--- config.mk ---
export PLATFORM = sky130hd
export DESIGN_NAME = mem_arbiter
export DESIGN_NICKNAME = d
export VERILOG_FILES = /design/src/rtl/mem_arbiter.sv
export SDC_FILE = /design/constraint.sdc
export NUM_CORES = 1
export LEC_CHECK = 0
export ABC_AREA = 1
export ABC_CLOCK_PERIOD_IN_PS = 1250
export BUFFER_PORTS_ARGS = -buffer_cell sky130_fd_sc_hd__clkbuf_2
export CAP_MARGIN = 10
export CORE_AREA = 4 4 288 290
export DETAILED_ROUTE_END_ITERATION = 10
export DIE_AREA = 0 0 292 294
export GPL_ROUTABILITY_DRIVEN = 0
export SLEW_MARGIN = 10
export SYNTH_ARGS = -nofsm -noshare
export SYNTH_HDL_FRONTEND = slang
export SYNTH_SLANG_ARGS = --single-unit
--- constraint.sdc ---
create_clock -name clock -period 1.25 [get_ports clock]
set_input_delay 0.0625 -clock clock [delete_from_list [all_inputs] [get_ports clock]]
set_output_delay 0.0625 -clock clock [all_outputs]
set_load 0.01 [all_outputs]
--- src/rtl/mem_arbiter.sv ---
// mem_arbiter
//   Shares the single main-memory port between the instruction-cache miss
//   path (I side) and the data-cache miss / write-back path (D side).  One
//   requester is granted at a time; its address, write enable and write line
//   are captured at grant, a single memory transaction is run, and the
//   returned line is handed back with a one-cycle done pulse.
//
//   Optional feature macro: ARB_ROUND_ROBIN_EN
//     defined   : a tie between reqI and reqD goes to the side opposite the
//                 previous grant (previous grant resets to D, so the first
//                 tie goes to I)
//     undefined : fixed priority, D wins every tie
//
//   Ports
//     clock, reset_n        rising-edge clock, asynchronous active-low reset
//     reqI, reqAddrI        I-side request (level) and line address
//     doneI, rdataI         I-side completion pulse and returned line
//     reqD, reqAddrD        D-side request (level) and line address
//     weD, wdataD           D-side write-back flag and write-back line
//     doneD, rdataD         D-side completion pulse and returned line
//     mem_req, mem_we       memory request (held until mem_ack), write enable
//     mem_addr, mem_wdata   memory line address and write line
//     mem_ack, mem_rdata    memory completion pulse and read line
//     busy                  high whenever the arbiter is not idle

module mem_arbiter #(
  parameter int ADDR_W = 32,
  parameter int LINE_W = 128
) (
  input  logic              clock,
  input  logic              reset_n,
  input  logic              reqI,
  input  logic [ADDR_W-1:0] reqAddrI,
  output logic              doneI,
  output logic [LINE_W-1:0] rdataI,
  input  logic              reqD,
  input  logic [ADDR_W-1:0] reqAddrD,
  input  logic              weD,
  input  logic [LINE_W-1:0] wdataD,
  output logic              doneD,
  output logic [LINE_W-1:0] rdataD,
  output logic              mem_req,
  output logic              mem_we,
  output logic [ADDR_W-1:0] mem_addr,
  output logic [LINE_W-1:0] mem_wdata,
  input  logic              mem_ack,
  input  logic [LINE_W-1:0] mem_rdata,
  output logic              busy
);

  typedef enum logic [2:0] {
    IDLE     = 3'd0,
    GRANT_I  = 3'd1,
    GRANT_D  = 3'd2,
    WAIT_MEM = 3'd3,
    RESP     = 3'd4
  } state_t;

  state_t            state, state_next;

  // Captured transaction: granted side (1 = D), address, write enable, line
  logic              lat_side, lat_side_next;
  logic [ADDR_W-1:0] lat_addr, lat_addr_next;
  logic              lat_we, lat_we_next;
  logic [LINE_W-1:0] lat_wdata, lat_wdata_next;

  // Side that received the most recent grant (1 = D)
  logic              last_grant, last_grant_next;

  logic              grant_d;

  logic              doneI_next, doneD_next;
  logic [LINE_W-1:0] rdataI_next, rdataD_next;
  logic              mem_req_next, mem_we_next;
  logic [ADDR_W-1:0] mem_addr_next;
  logic [LINE_W-1:0] mem_wdata_next;
  logic              busy_next;

  // Tie-break between the two request lines while idle.
`ifdef ARB_ROUND_ROBIN_EN
  assign grant_d = reqD && (!reqI || !last_grant);
`else
  assign grant_d = reqD;
`endif

  // State and every output are registered together so that all outputs
  // change only on the clock edge and all clear together on reset.
  always_ff @(posedge clock or negedge reset_n) begin
    if (!reset_n) begin
      state      <= IDLE;
      lat_side   <= 1'b0;
      lat_addr   <= '0;
      lat_we     <= 1'b0;
      lat_wdata  <= '0;
      last_grant <= 1'b1;
      doneI      <= 1'b0;
      doneD      <= 1'b0;
      rdataI     <= '0;
      rdataD     <= '0;
      mem_req    <= 1'b0;
      mem_we     <= 1'b0;
      mem_addr   <= '0;
      mem_wdata  <= '0;
      busy       <= 1'b0;
    end else begin
      state      <= state_next;
      lat_side   <= lat_side_next;
      lat_addr   <= lat_addr_next;
      lat_we     <= lat_we_next;
      lat_wdata  <= lat_wdata_next;
      last_grant <= last_grant_next;
      doneI      <= doneI_next;
      doneD      <= doneD_next;
      rdataI     <= rdataI_next;
      rdataD     <= rdataD_next;
      mem_req    <= mem_req_next;
      mem_we     <= mem_we_next;
      mem_addr   <= mem_addr_next;
      mem_wdata  <= mem_wdata_next;
      busy       <= busy_next;
    end
  end

  // Next-state and next-output logic.  Done pulses default low so they last
  // exactly the one RESP cycle; everything else holds unless changed.
  always_comb begin
    state_next      = state;
    lat_side_next   = lat_side;
    lat_addr_next   = lat_addr;
    lat_we_next     = lat_we;
    lat_wdata_next  = lat_wdata;
    last_grant_next = last_grant;
    doneI_next      = 1'b0;
    doneD_next      = 1'b0;
    rdataI_next     = rdataI;
    rdataD_next     = rdataD;
    mem_req_next    = mem_req;
    mem_we_next     = mem_we;
    mem_addr_next   = mem_addr;
    mem_wdata_next  = mem_wdata;

    case (state)
      IDLE: begin
        if (reqI || reqD) begin
          lat_side_next   = grant_d;
          last_grant_next = grant_d;
          lat_addr_next   = grant_d ? reqAddrD : reqAddrI;
          lat_we_next     = grant_d && weD;
          lat_wdata_next  = grant_d ? wdataD : '0;
          state_next      = grant_d ? GRANT_D : GRANT_I;
        end
      end
      GRANT_I, GRANT_D: begin
        mem_req_next   = 1'b1;
        mem_addr_next  = lat_addr;
        mem_we_next    = lat_we;
        mem_wdata_next = lat_wdata;
        state_next     = WAIT_MEM;
      end
      WAIT_MEM: begin
        if (mem_ack) begin
          mem_req_next = 1'b0;
          if (lat_side) begin
            rdataD_next = mem_rdata;
            doneD_next  = 1'b1;
          end else begin
            rdataI_next = mem_rdata;
            doneI_next  = 1'b1;
          end
          state_next = RESP;
        end
      end
      RESP: begin
        state_next = IDLE;
      end
      default: begin
        state_next = IDLE;
      end
    endcase

    busy_next = (state_next != IDLE);
  end

endmodule

# After elaboration in Yosys (flattened, before gate mapping)
# Cells that the tools add are included.
# word_totals
ff_bits	586
word_cells	43
in_bits	326
# classes
n_bitwise	1
n_mux	14
n_reduce_logical	10
n_eq_ne	4
# op_table
operator	n
two-way mux 128 bit	1
two-way mux 32 bit	1
case mux 3 bit (3 select lines)	1
two-way mux 1 bit	7
== test 3 x 2 -> 1 bit (second input constant)	2
two-way mux 3 bit	2
AND reduction 3 bit	2
AND reduction 2 bit	2
== test 3 x 1 -> 1 bit (second input constant)	1
logical NOT 3 bit	1
nonzero test 3 bit	1
two-way mux 2 bit	1
inequality test 2 bit (second input constant)	1
case mux 1 bit (2 select lines)	1
nonzero test 2 bit	1
OR reduction 2 bit	1
logical AND 1 bit	1
logical OR 1 bit	1
inverter 1 bit	1

# Depth between registers and ports, before layout
# depth
depth_word	4
ltp_mapped	8
depth_no_buf	6

# Worst setup path before layout
# Ideal clock, no wire load.
# synth_timing
path_type	register -> register
startpoint	register state[0]
endpoint	register rdataI[118]
n_path_buf	2
synth_period_minus_slack_ns	1.282
t_arrival_ns	1.152
required_time_ns	1.119
stages_incl_launch_ff	8
slack_ns	-0.032
setup_ns	0.131
path_cell_list	dfrtp_1 nand2_1 nor2_2 nand2_2 buf_2 clkbuf_1 nand2_1 o21ai_0
# synth_via
elab_chain_len	2
# synth_rtl
element	line_no	text
from (decl)	59	state_t state, state_next;
from (signal assigned)	106	state <= state_next;
== test 3 x 2 -> 1 bit	142	case (state)
AND reduction 3 bit (no line)	n/a	
to (signal assigned)	114	rdataI <= rdataI_next;
to (decl)	35	output logic [LINE_W-1:0] rdataI,
# No other way between the ends.
# A chain may end at the register's enable or synchronous reset.

# Worst setup path in the final report
# layout_timing
startpoint	register state[0]
endpoint	register rdataI[15]
# The elaborated chain is that of the path after synthesis.

==> impl_metrics.yaml <==
outcome:
  run_status: "finished, violations left"
  failing_checks: "negative setup slack"
route:
  drt-wirelength-per-cell_um: 16.8
  first_iter_violations: 926
  route.antenna.remaining_nets: 0
  totalWireLength_um: 79200
  vias_per_cell: 4.31
  firstDrtPassIters: 5
  drc_errors: 0
  num_vias: 20400
job:
  timing.max_cap.violations: 0
power:
  total_power_w: 0.0833
  peakVddDrop_uv: 1420
  power_density_mw_per_mm2: 2390
  leakage_nw: 18.7
synthesis:
  yosysMostFrequentCell: "nand2_1"
  ys.warnings.count: 0
  netlist.top_cell.by_area: "dfrtp_1"
  synth_area_per_cell_sq_um: 9.12
  yosysSeqAreaShare_pct: 65.4
  async_reset_ff_share_pct: 100
  synth.cell_area_sq_mm: 0.0224
  postSynth.topFlopCell: "dfrtp_1"
  synth_cell_type_count: 20
  yosysTopAreaCellShare_pct: 65.4
  syn-instance-count: 2459
  synthesis.nets: 2785
  synth.ff_latch_count: 586
  synth.area.top_cells: "dfrtp_1 65%, nand2_1 16%, o21ai_0 8.8%, inv_1 5.0%, buf_2 1.3%"
  synth.cells.most_frequent: "975 x nand2_1, 586 x dfrtp_1, 394 x o21ai_0"
  synth-edff-count: 0
floorplanning:
  starting_density_of_the_core_pct: 27.9
  fp-row-count: 104
  ioPinCount: 747
  fp.dieH_um: 294
  core_sq_mm: 0.0803
  design.die.area_sq_mm: 0.0858
  die_width_um: 292
sta:
  timing.clock.skew_ns: 0.0317
  timing.final.hold_violations: 0
  max_freq_mhz: 681
  grt_setup_unrepaired: "yes"
  setup_viol: 577
  tns_ns: -75.97
  setup_ws_ns: -0.218
  relSlewSlack_pct: 66.1
  tightest_slew_ns: 0.507
  finalCriticalPeriod_ns: 1.47
  finalMaxSlewViolations: 0
  timing.final.crit_share_pct: 117
clocking:
  clockBufferDepth: 3
  cts_buffer_count: 68
  cts_root_buffer: "clkbuf_16"
  clk_pin_slew_worst_paths_ns: 0.06
  worstSkewPairLatency_ns: 0.59
  clock-sinks: 586
  tritoncts: "built"
  h-tree-depth: 3
grt:
  met2_usage_pct: 30.2
  grt_first_pass_wirelength_um: 120000
  initial_antenna_violation_count: 2
  grt_pass1_vias: 20900
  grt_met1_usage_pct: 21.0
  gr-total-overflow: 0
  grt_most_used_layer: "met2"
  grt_start_max_net_pins: 60
  grt_util_all_layers_pct: 17.7
  grt.met3_usage_pct: 4.46
placement:
  placed_cells_incl_taps: 4257
  portBuffers: 746
  dp_hpwl_um: 55400
  pre_cts_ws_ns: -0.379
cells_and_area:
  final_net_count: 3943
  instances_no_fill: 4726
  syn_to_final_growth_pct: 55.1
  antenna_cells: 0
  layout.core_utilization_pct: 43.3
  drive_gt1_share_pct: 29.6
worst_setup_path:
  setup.reg_to_reg.worst_slack_ns: -0.22
  worst-setup-path-type: "flop to flop"
  r2r.worst_path.cells: 8
  reg2reg_to: "rdataI[15]"
  worst_setup_path_start_kind: "flop"
  worstPathRequired_ns: 1.70
  critical_path.max_fanout: 12
  reg2reg_from: "state[0]"
  worst_setup_path_end_kind: "flop"
  worst_ep_arrival_time_ns: 1.92
worst_hold_path:
  min-delay-path-class: "primary input to asynchronous set/reset pin"
-- worst max-delay path, cell delays in order (launching register included) --
cell,delay [ns]
dfrtp_1,0.40
nand2_2,0.10
nor2_4,0.11
buf_12,0.14
buf_12,0.13
nand2_8,0.12
buf_8,0.18
nand2_1,0.08
o21ai_1,0.08
-- state kept, by name, indices dropped and copies added (netlist names) --
register / flops
busy: 1
doneD: 1
doneI: 1
lat_addr: 32
lat_side: 1
lat_wdata: 128
lat_we: 1
mem_addr: 32
mem_req: 1
mem_wdata: 128
mem_we: 1
rdataD: 128
rdataI: 128
state: 3
-- metrics by stage --
stage	hold WS (ns)	cell area, sq um
after floorplan	-0.233	22400
after global placement	-0.0373	28400
after detailed placement	-0.0348	28400
after CTS	0.119	34300
after global routing	0.147	34800
final	0.161	34800
-- cells in the final DEF, fill, tap and decap left out, types with 46 or more instances in the layout --
cell	Yosys	final
o21ai_0	394	295
dlygate4sd3_1	0	326
clkbuf_16	0	75
inv_1	299	297
buf_12	0	46
nand2_1	975	931
dfrtp_1	586	586
buf_4	1	72
clkbuf_2	0	745
o21ai_1	23	93
-- cell families after synthesis --
| family | after synthesis | share of synthesized area, % |
|---|---|---|
| AOI/OAI and AO/OA | 417 | 9.30 |
| buffers and inverters | 436 | 7.95 |
| and+or+nand+nor | 1020 | 17.4 |
| DFF | 586 | 65.4 |
-- layout make-up --
cell class / count / area (sq um)
fill: 7685 / 45500
sequential: 586 / 14700
timing repair buffer: 1222 / 9070
multi-input combinational: 1439 / 6360
clock buffer: 104 / 2070
tap: 1060 / 1330
inverter: 300 / 1130
clock inverter: 15 / 178
-- routing by layer --
| layer | vias to the layer above | routed length (um) |
|---|---|---|
| met5 | - | 0 |
| met4 | 0 | 3460 |
| met3 | 179 | 5580 |
| met2 | 694 | 38500 |
| met1 | 9579 | 31700 |
| li1 | 9903 | - |
-- what timing repair did --
item / in CTS / in global routing
hold buffers: 326 / 0
cloned: 7 / 9
buffers inserted: 8 / 0
endpoints found under the setup margin: 647 / 649
resized for setup: 67 / 159
pin swaps: 1 / 3
endpoints found under the hold margin: 1009 / 0
-- where the power goes --
part	internal (W)	leakage, nW	switching (W)	total [W]
sequential	0.0271	7.48	0.00491	0.0320
combinational	0.0133	10.1	0.0182	0.0315
clock	0.0119	1.10	0.00796	0.0198
-- how the worst max path moves through the flow --
stage,startpoint,endpoint,slack [ns],depth (start not counted)
after floorplan,state[0],rdataI[118],-0.03,7
after global placement,state[0],rdataD[53],-0.42,6
after detailed placement,state[0],rdataD[53],-0.38,6
after CTS,state[0],rdataI[6],-0.19,8
after global routing,state[0],rdataD[82],-0.29,8
final,state[0],rdataI[15],-0.22,8
(Power assumes the default switching activity.)
